### src/rtl/fetch_unit.sv
// Instruction-fetch front end: owns the PC, runs the imem request/ack handshake,
// holds one fetched instruction for decode and resolves the next PC from the Jump code.
module fetch_unit #(
    parameter int                ADDR_W   = 32,
    parameter int                INSTR_W  = 32,
    parameter logic [ADDR_W-1:0] RESET_PC = {ADDR_W{1'b0}},
    parameter logic [ADDR_W-1:0] PC_STEP  = ADDR_W'(32'd4)
) (
    input  logic               clk,
    input  logic               rst_n,
    output logic               imem_req,
    output logic [ADDR_W-1:0]  imem_addr,
    input  logic               imem_ack,
    input  logic [INSTR_W-1:0] imem_rdata,
    output logic [INSTR_W-1:0] instr,
    output logic [9:0]         op,
    output logic [ADDR_W-1:0]  pc,
    output logic               instr_valid,
    input  logic               instr_accept,
    input  logic [2:0]         jump,
    input  logic               zero,
    input  logic               neg,
    input  logic [ADDR_W-1:0]  br_target,
    input  logic [ADDR_W-1:0]  jr_target,
    input  logic               flush,
    input  logic [ADDR_W-1:0]  flush_pc,
    output logic               illegal_jump
);

    typedef enum logic [1:0] {
        BOOT  = 2'd0,
        FETCH = 2'd1,
        HOLD  = 2'd2
    } stateT;

    stateT               state, stateNext;
    logic [ADDR_W-1:0]   fetchPc, fetchPcNext;
    logic [ADDR_W-1:0]   flushPcLat, flushPcLatNext;
    logic                flushPend, flushPendNext;
    logic [INSTR_W-1:0]  instrNext;
    logic [ADDR_W-1:0]   pcNext;
    logic                validNext;
    logic                illegalNext;
    logic                imemReqNext;

    function automatic logic [ADDR_W-1:0] calcNextPc(
        input logic [2:0]        jumpCode,
        input logic              zeroFlag,
        input logic              negFlag,
        input logic [ADDR_W-1:0] curPc,
        input logic [ADDR_W-1:0] brTgt,
        input logic [ADDR_W-1:0] jrTgt
    );
        logic [ADDR_W-1:0] seqPc;
        seqPc = curPc + PC_STEP;
        case (jumpCode)
            3'd0:    calcNextPc = brTgt;
            3'd1:    calcNextPc = zeroFlag ? brTgt : seqPc;
            3'd2:    calcNextPc = zeroFlag ? seqPc : brTgt;
            3'd3:    calcNextPc = negFlag  ? brTgt : seqPc;
            3'd4:    calcNextPc = negFlag  ? seqPc : brTgt;
            3'd5:    calcNextPc = jrTgt;
            default: calcNextPc = seqPc;
        endcase
    endfunction

    assign op = instr[INSTR_W-1 -: 10];

    // Next-state and next-output logic; flush always outranks ack, accept and jump.
    always_comb begin
        stateNext      = state;
        fetchPcNext    = fetchPc;
        flushPcLatNext = flushPcLat;
        flushPendNext  = flushPend;
        instrNext      = instr;
        pcNext         = pc;
        validNext      = instr_valid;
        illegalNext    = 1'b0;
        case (state)
            BOOT: begin
                stateNext = FETCH;
                if (flush) begin
                    fetchPcNext = flush_pc;
                end else begin
                    fetchPcNext = fetchPc;
                end
            end
            FETCH: begin
                if (imem_ack) begin
                    // A flush seen now or while waiting turns this beat into a discard.
                    if (flush) begin
                        fetchPcNext   = flush_pc;
                        flushPendNext = 1'b0;
                    end else if (flushPend) begin
                        fetchPcNext   = flushPcLat;
                        flushPendNext = 1'b0;
                    end else begin
                        instrNext = imem_rdata;
                        pcNext    = fetchPc;
                        validNext = 1'b1;
                        stateNext = HOLD;
                    end
                end else if (flush) begin
                    // Address must stay put until ack, so the redirect waits here.
                    flushPendNext  = 1'b1;
                    flushPcLatNext = flush_pc;
                end else begin
                    flushPendNext = flushPend;
                end
            end
            HOLD: begin
                if (flush) begin
                    validNext   = 1'b0;
                    fetchPcNext = flush_pc;
                    stateNext   = FETCH;
                end else if (instr_accept) begin
                    validNext   = 1'b0;
                    fetchPcNext = calcNextPc(jump, zero, neg, pc, br_target, jr_target);
                    illegalNext = (jump == 3'd7);
                    stateNext   = FETCH;
                end else begin
                    stateNext = HOLD;
                end
            end
            default: begin
                stateNext = BOOT;
            end
        endcase
        imemReqNext = (stateNext == FETCH);
    end

    // State and output registers; reset drops imem_req immediately.
    always_ff @(posedge clk or negedge rst_n) begin
        if (!rst_n) begin
            state        <= BOOT;
            fetchPc      <= RESET_PC;
            flushPcLat   <= {ADDR_W{1'b0}};
            flushPend    <= 1'b0;
            imem_req     <= 1'b0;
            imem_addr    <= RESET_PC;
            instr        <= {INSTR_W{1'b0}};
            pc           <= {ADDR_W{1'b0}};
            instr_valid  <= 1'b0;
            illegal_jump <= 1'b0;
        end else begin
            state        <= stateNext;
            fetchPc      <= fetchPcNext;
            flushPcLat   <= flushPcLatNext;
            flushPend    <= flushPendNext;
            imem_req     <= imemReqNext;
            imem_addr    <= fetchPcNext;
            instr        <= instrNext;
            pc           <= pcNext;
            instr_valid  <= validNext;
            illegal_jump <= illegalNext;
        end
    end

endmodule

### config.mk
export PLATFORM = sky130hd
export DESIGN_NAME = fetch_unit
export DESIGN_NICKNAME = d
export VERILOG_FILES = /design/src/rtl/fetch_unit.sv
export SDC_FILE = /design/constraint.sdc
export NUM_CORES = 1
export LEC_CHECK = 0
export ABC_AREA = 1
export ABC_CLOCK_PERIOD_IN_PS = 1800
export CAP_MARGIN = 25
export CORE_UTILIZATION = 48
export CTS_CLUSTER_SIZE = 8
export DETAILED_ROUTE_END_ITERATION = 8
export PLACE_DENSITY = 0.9
export SLEW_MARGIN = 20
export SYNTH_ARGS = -nofsm -noshare
export SYNTH_HDL_FRONTEND = slang
export SYNTH_SLANG_ARGS = --single-unit
### constraint.sdc
create_clock -name clk -period 1.8 [get_ports clk]
set_input_delay 0.36 -clock clk [delete_from_list [all_inputs] [get_ports clk]]
set_output_delay 0.36 -clock clk [all_outputs]
set_load 0.01 [all_outputs]
==> results.toml <==
[global_routing]
antenna_found_initial = 0
grt_pass1_vias = 8710
grt_pass1_wl_um = 46400
grtUsageTotal = 0.348
overflow = 0
grt_max_degree = 38

[clock_tree]
cts_buffers = 17
htree_num_levels = 4
tritoncts = "yes"
clk_latency_ns = 0.43
cts_buffer_depth = 2
root_buffer = "clkbuf_16"
clock_sinks = 134
clkTransAtPathRegs_ns = 0.06

[sta]
fin_crit_sh = 1.05
hold_viol = 0
fin_hold_ws_ns = 0.403
setup_ws_ns = -0.0911
rsz0062_at_grt = "true"
fmax_mhz = 529
slew_viol_final = 0
tightest_slew_ns = 0.401
fin_tns_setup_ns = -0.305
relSlewSlack = 0.733
min_period_ns = 1.89
fin_skew_ns = 0.00757
setup_viol = 11

[critical_path]
crit_required_ns = 2.12
crit_buf_inv = 1
path_max_fanout = 8
path_common_cell = "nand2_1"
crit_path_start_kind = "flip-flop"
worstPathCellList = "ha_4 > inv_4 > nor2_4 > nand3_4 > nor2_4 > nand3_1 > nand3_1 > nand2_1 > nand2_1 > nand2_1 > nand2_1 > nand2_1"
cp_top_family = "simple AND/OR/NAND/NOR gates"
setup.worst_path.class = "flip-flop to flip-flop"
slowest_stage = "dfrtp_1"
critPathArrivalTime_ns = 2.21
end_kind = "flip-flop"
slowest_delay_ns = 0.40

[place]
dpl.cell_count = 1605
port-buffer-count = 246
gp_congestion = 1.01
hpwl_um = 22100
dpl_worst_slack_ns = -0.384

[die]
fp.dieH_um = 132
ios = 247
die_area_um2 = 17300
row_count = 47
start_util = 0.489
core_um2 = 16500
die_x_um = 132

[pwr]
p_leak_uw = 0.00592
power_density_nw_per_um2 = 1730
vdd_drop_max_mv = 0.961

[route]
drc = 0
via_per_inst = 5.52
dr.pass1.iters = 5
routedWlPerCell_um = 18.7
postRouteAntennaNets = 0
routed_wl_um = 31100
vias = 9209
dr.first_iter.drc_count = 1343

[layout]
layout_common_cells = "366 x nand2_1, 220 x clkdlybuf4s50_1, 136 x nor2_1"
drive_gt1_frac = 0.202
syn_to_final_growth_pct = 54.4
post-route-util = 0.756
fin_nets = 1578
diodes = 0
stdcell_count = 1668
final_common_cell = "nand2_1"

[yosys]
syn_nets = 1249
yosys_warnings = 0
synth-seq-area-share = 0.416
synth.distinct_cells = 38
syn_inst = 1106
ys_seq_elements = 134
syn_area_um2 = 8060
synth_area_per_cell_um2 = 7.29

[run_status]
status = "complete, but fails checks"
violations = "setup timing"

[run]
cap_violations = 0

[min_path]
hold_path.class = "primary input to flip-flop"
[cell usage after synthesis (all sizes together)]
library cell | instances | share of area
nand3 | 55 | 0.038
o21ai | 55 | 0.036
a211oi | 9 | 0.0090
nand2 | 383 | 0.18
clkinv | 2 | 0.00093
nor2 | 158 | 0.084
a21boi | 16 | 0.015
nand4 | 10 | 0.0078
a22oi | 6 | 0.0056
xor2 | 6 | 0.0065
ha | 5 | 0.0078
a21oi | 58 | 0.036
clkbuf | 18 | 0.0084
nor3 | 11 | 0.0068
or2 | 3 | 0.0023
mux2 | 40 | 0.056
a31o | 1 | 0.0011
inv | 90 | 0.042
dfrtp | 134 | 0.42
buf | 40 | 0.032
o31ai | 1 | 0.00093
xnor2 | 2 | 0.0022
o211ai | 3 | 0.0034
[metal layers]
metal  up-vias  global-route usage  share of wire
li1       4175                   -              -
met1      4318               0.451           0.39
met2       599               0.567           0.47
met3       117              0.0745           0.10
met4         0               0.137          0.042
met5         -                   0              0
[final timing paths]
check	from	endpoint	slack, ns	cells past startpoint
max	pc[3]$_DFFE_PN0P_	fetchPc[18]$_DFFE_PN0P_	-0.09	12
min	jump[0]	illegal_jump$_DFF_PN0_	0.40	4
max reg2reg	pc[3]$_DFFE_PN0P_	fetchPc[18]$_DFFE_PN0P_	-0.09	12
min reg2reg	flushPcLat[14]$_DFFE_PN0P_	flushPcLat[14]$_DFFE_PN0P_	0.49	2
max in group asynchronous	rst_n	pc[12]$_DFFE_PN0P_	0.80	3
min in group asynchronous	rst_n	instr[4]$_DFFE_PN0P_	0.42	2
[through the flow]
step | power (uW) | instance area, um^2
floorplan | 11000 | 8060
global placement | 16200 | 11300
detailed placement | 16500 | 11300
CTS | 20300 | 12100
global route | 22600 | 12400
finish | 21500 | 12400
[state kept, by name (all words and copies together) (netlist names)]
name,flops
fetchPc,32
flushPcLat,32
flushPend,1
illegal_jump,1
imem_req,1
instr,32
instr_valid,1
pc,32
state,2
[report_power, final]
part | internal (uW) | total, uW | switching (uW)
registers | 4570 | 5870 | 1300
clock network | 2070 | 3540 | 1470
logic | 5930 | 12100 | 6200
total | 12600 | 21500 | 8970
[worst register-to-register path: cells and delay by family, from the launching register on]
kind,cells,cell delay (ns)
buf+inv,1,0.05
simple gates,10,1.15
flops,1,0.40
fa+ha+maj,1,0.19
[cells by family (layout without fill, tap and decap cells)]
| logic type | after synthesis | after routing | synth area share |
|---|---|---|---|
| AND/OR/NAND/NOR | 620 | 620 | 0.321 |
| XOR/XNOR | 8 | 8 | 0.00870 |
| AO/OA/AOI/OAI | 149 | 149 | 0.107 |
| adder cells (fa/ha/maj) | 5 | 5 | 0.00776 |
| buffers and inverters | 150 | 492 | 0.0835 |
| flip-flops | 134 | 134 | 0.416 |
| multiplexers | 40 | 40 | 0.0559 |
[cell type report]
cell class / instances / area (um^2)
Clock inverter: 15 / 169
Sequential cell: 134 / 3370
Tap cell: 220 / 275
Multi-Input combinational cell: 822 / 4220
Timing Repair Buffer: 368 / 3630
Inverter: 92 / 352
Clock buffer: 17 / 425
Fill cell: 1149 / 4020
[timing repair]
action,CTS,global route
endpoints found under the setup margin,38,48
resized for setup,33,66
setup buffers,14,14
gates cloned,0,2
hold endpoints to repair,34,0
hold buffers,1,0
pin swaps,2,22
(Power assumes the default switching activity.)
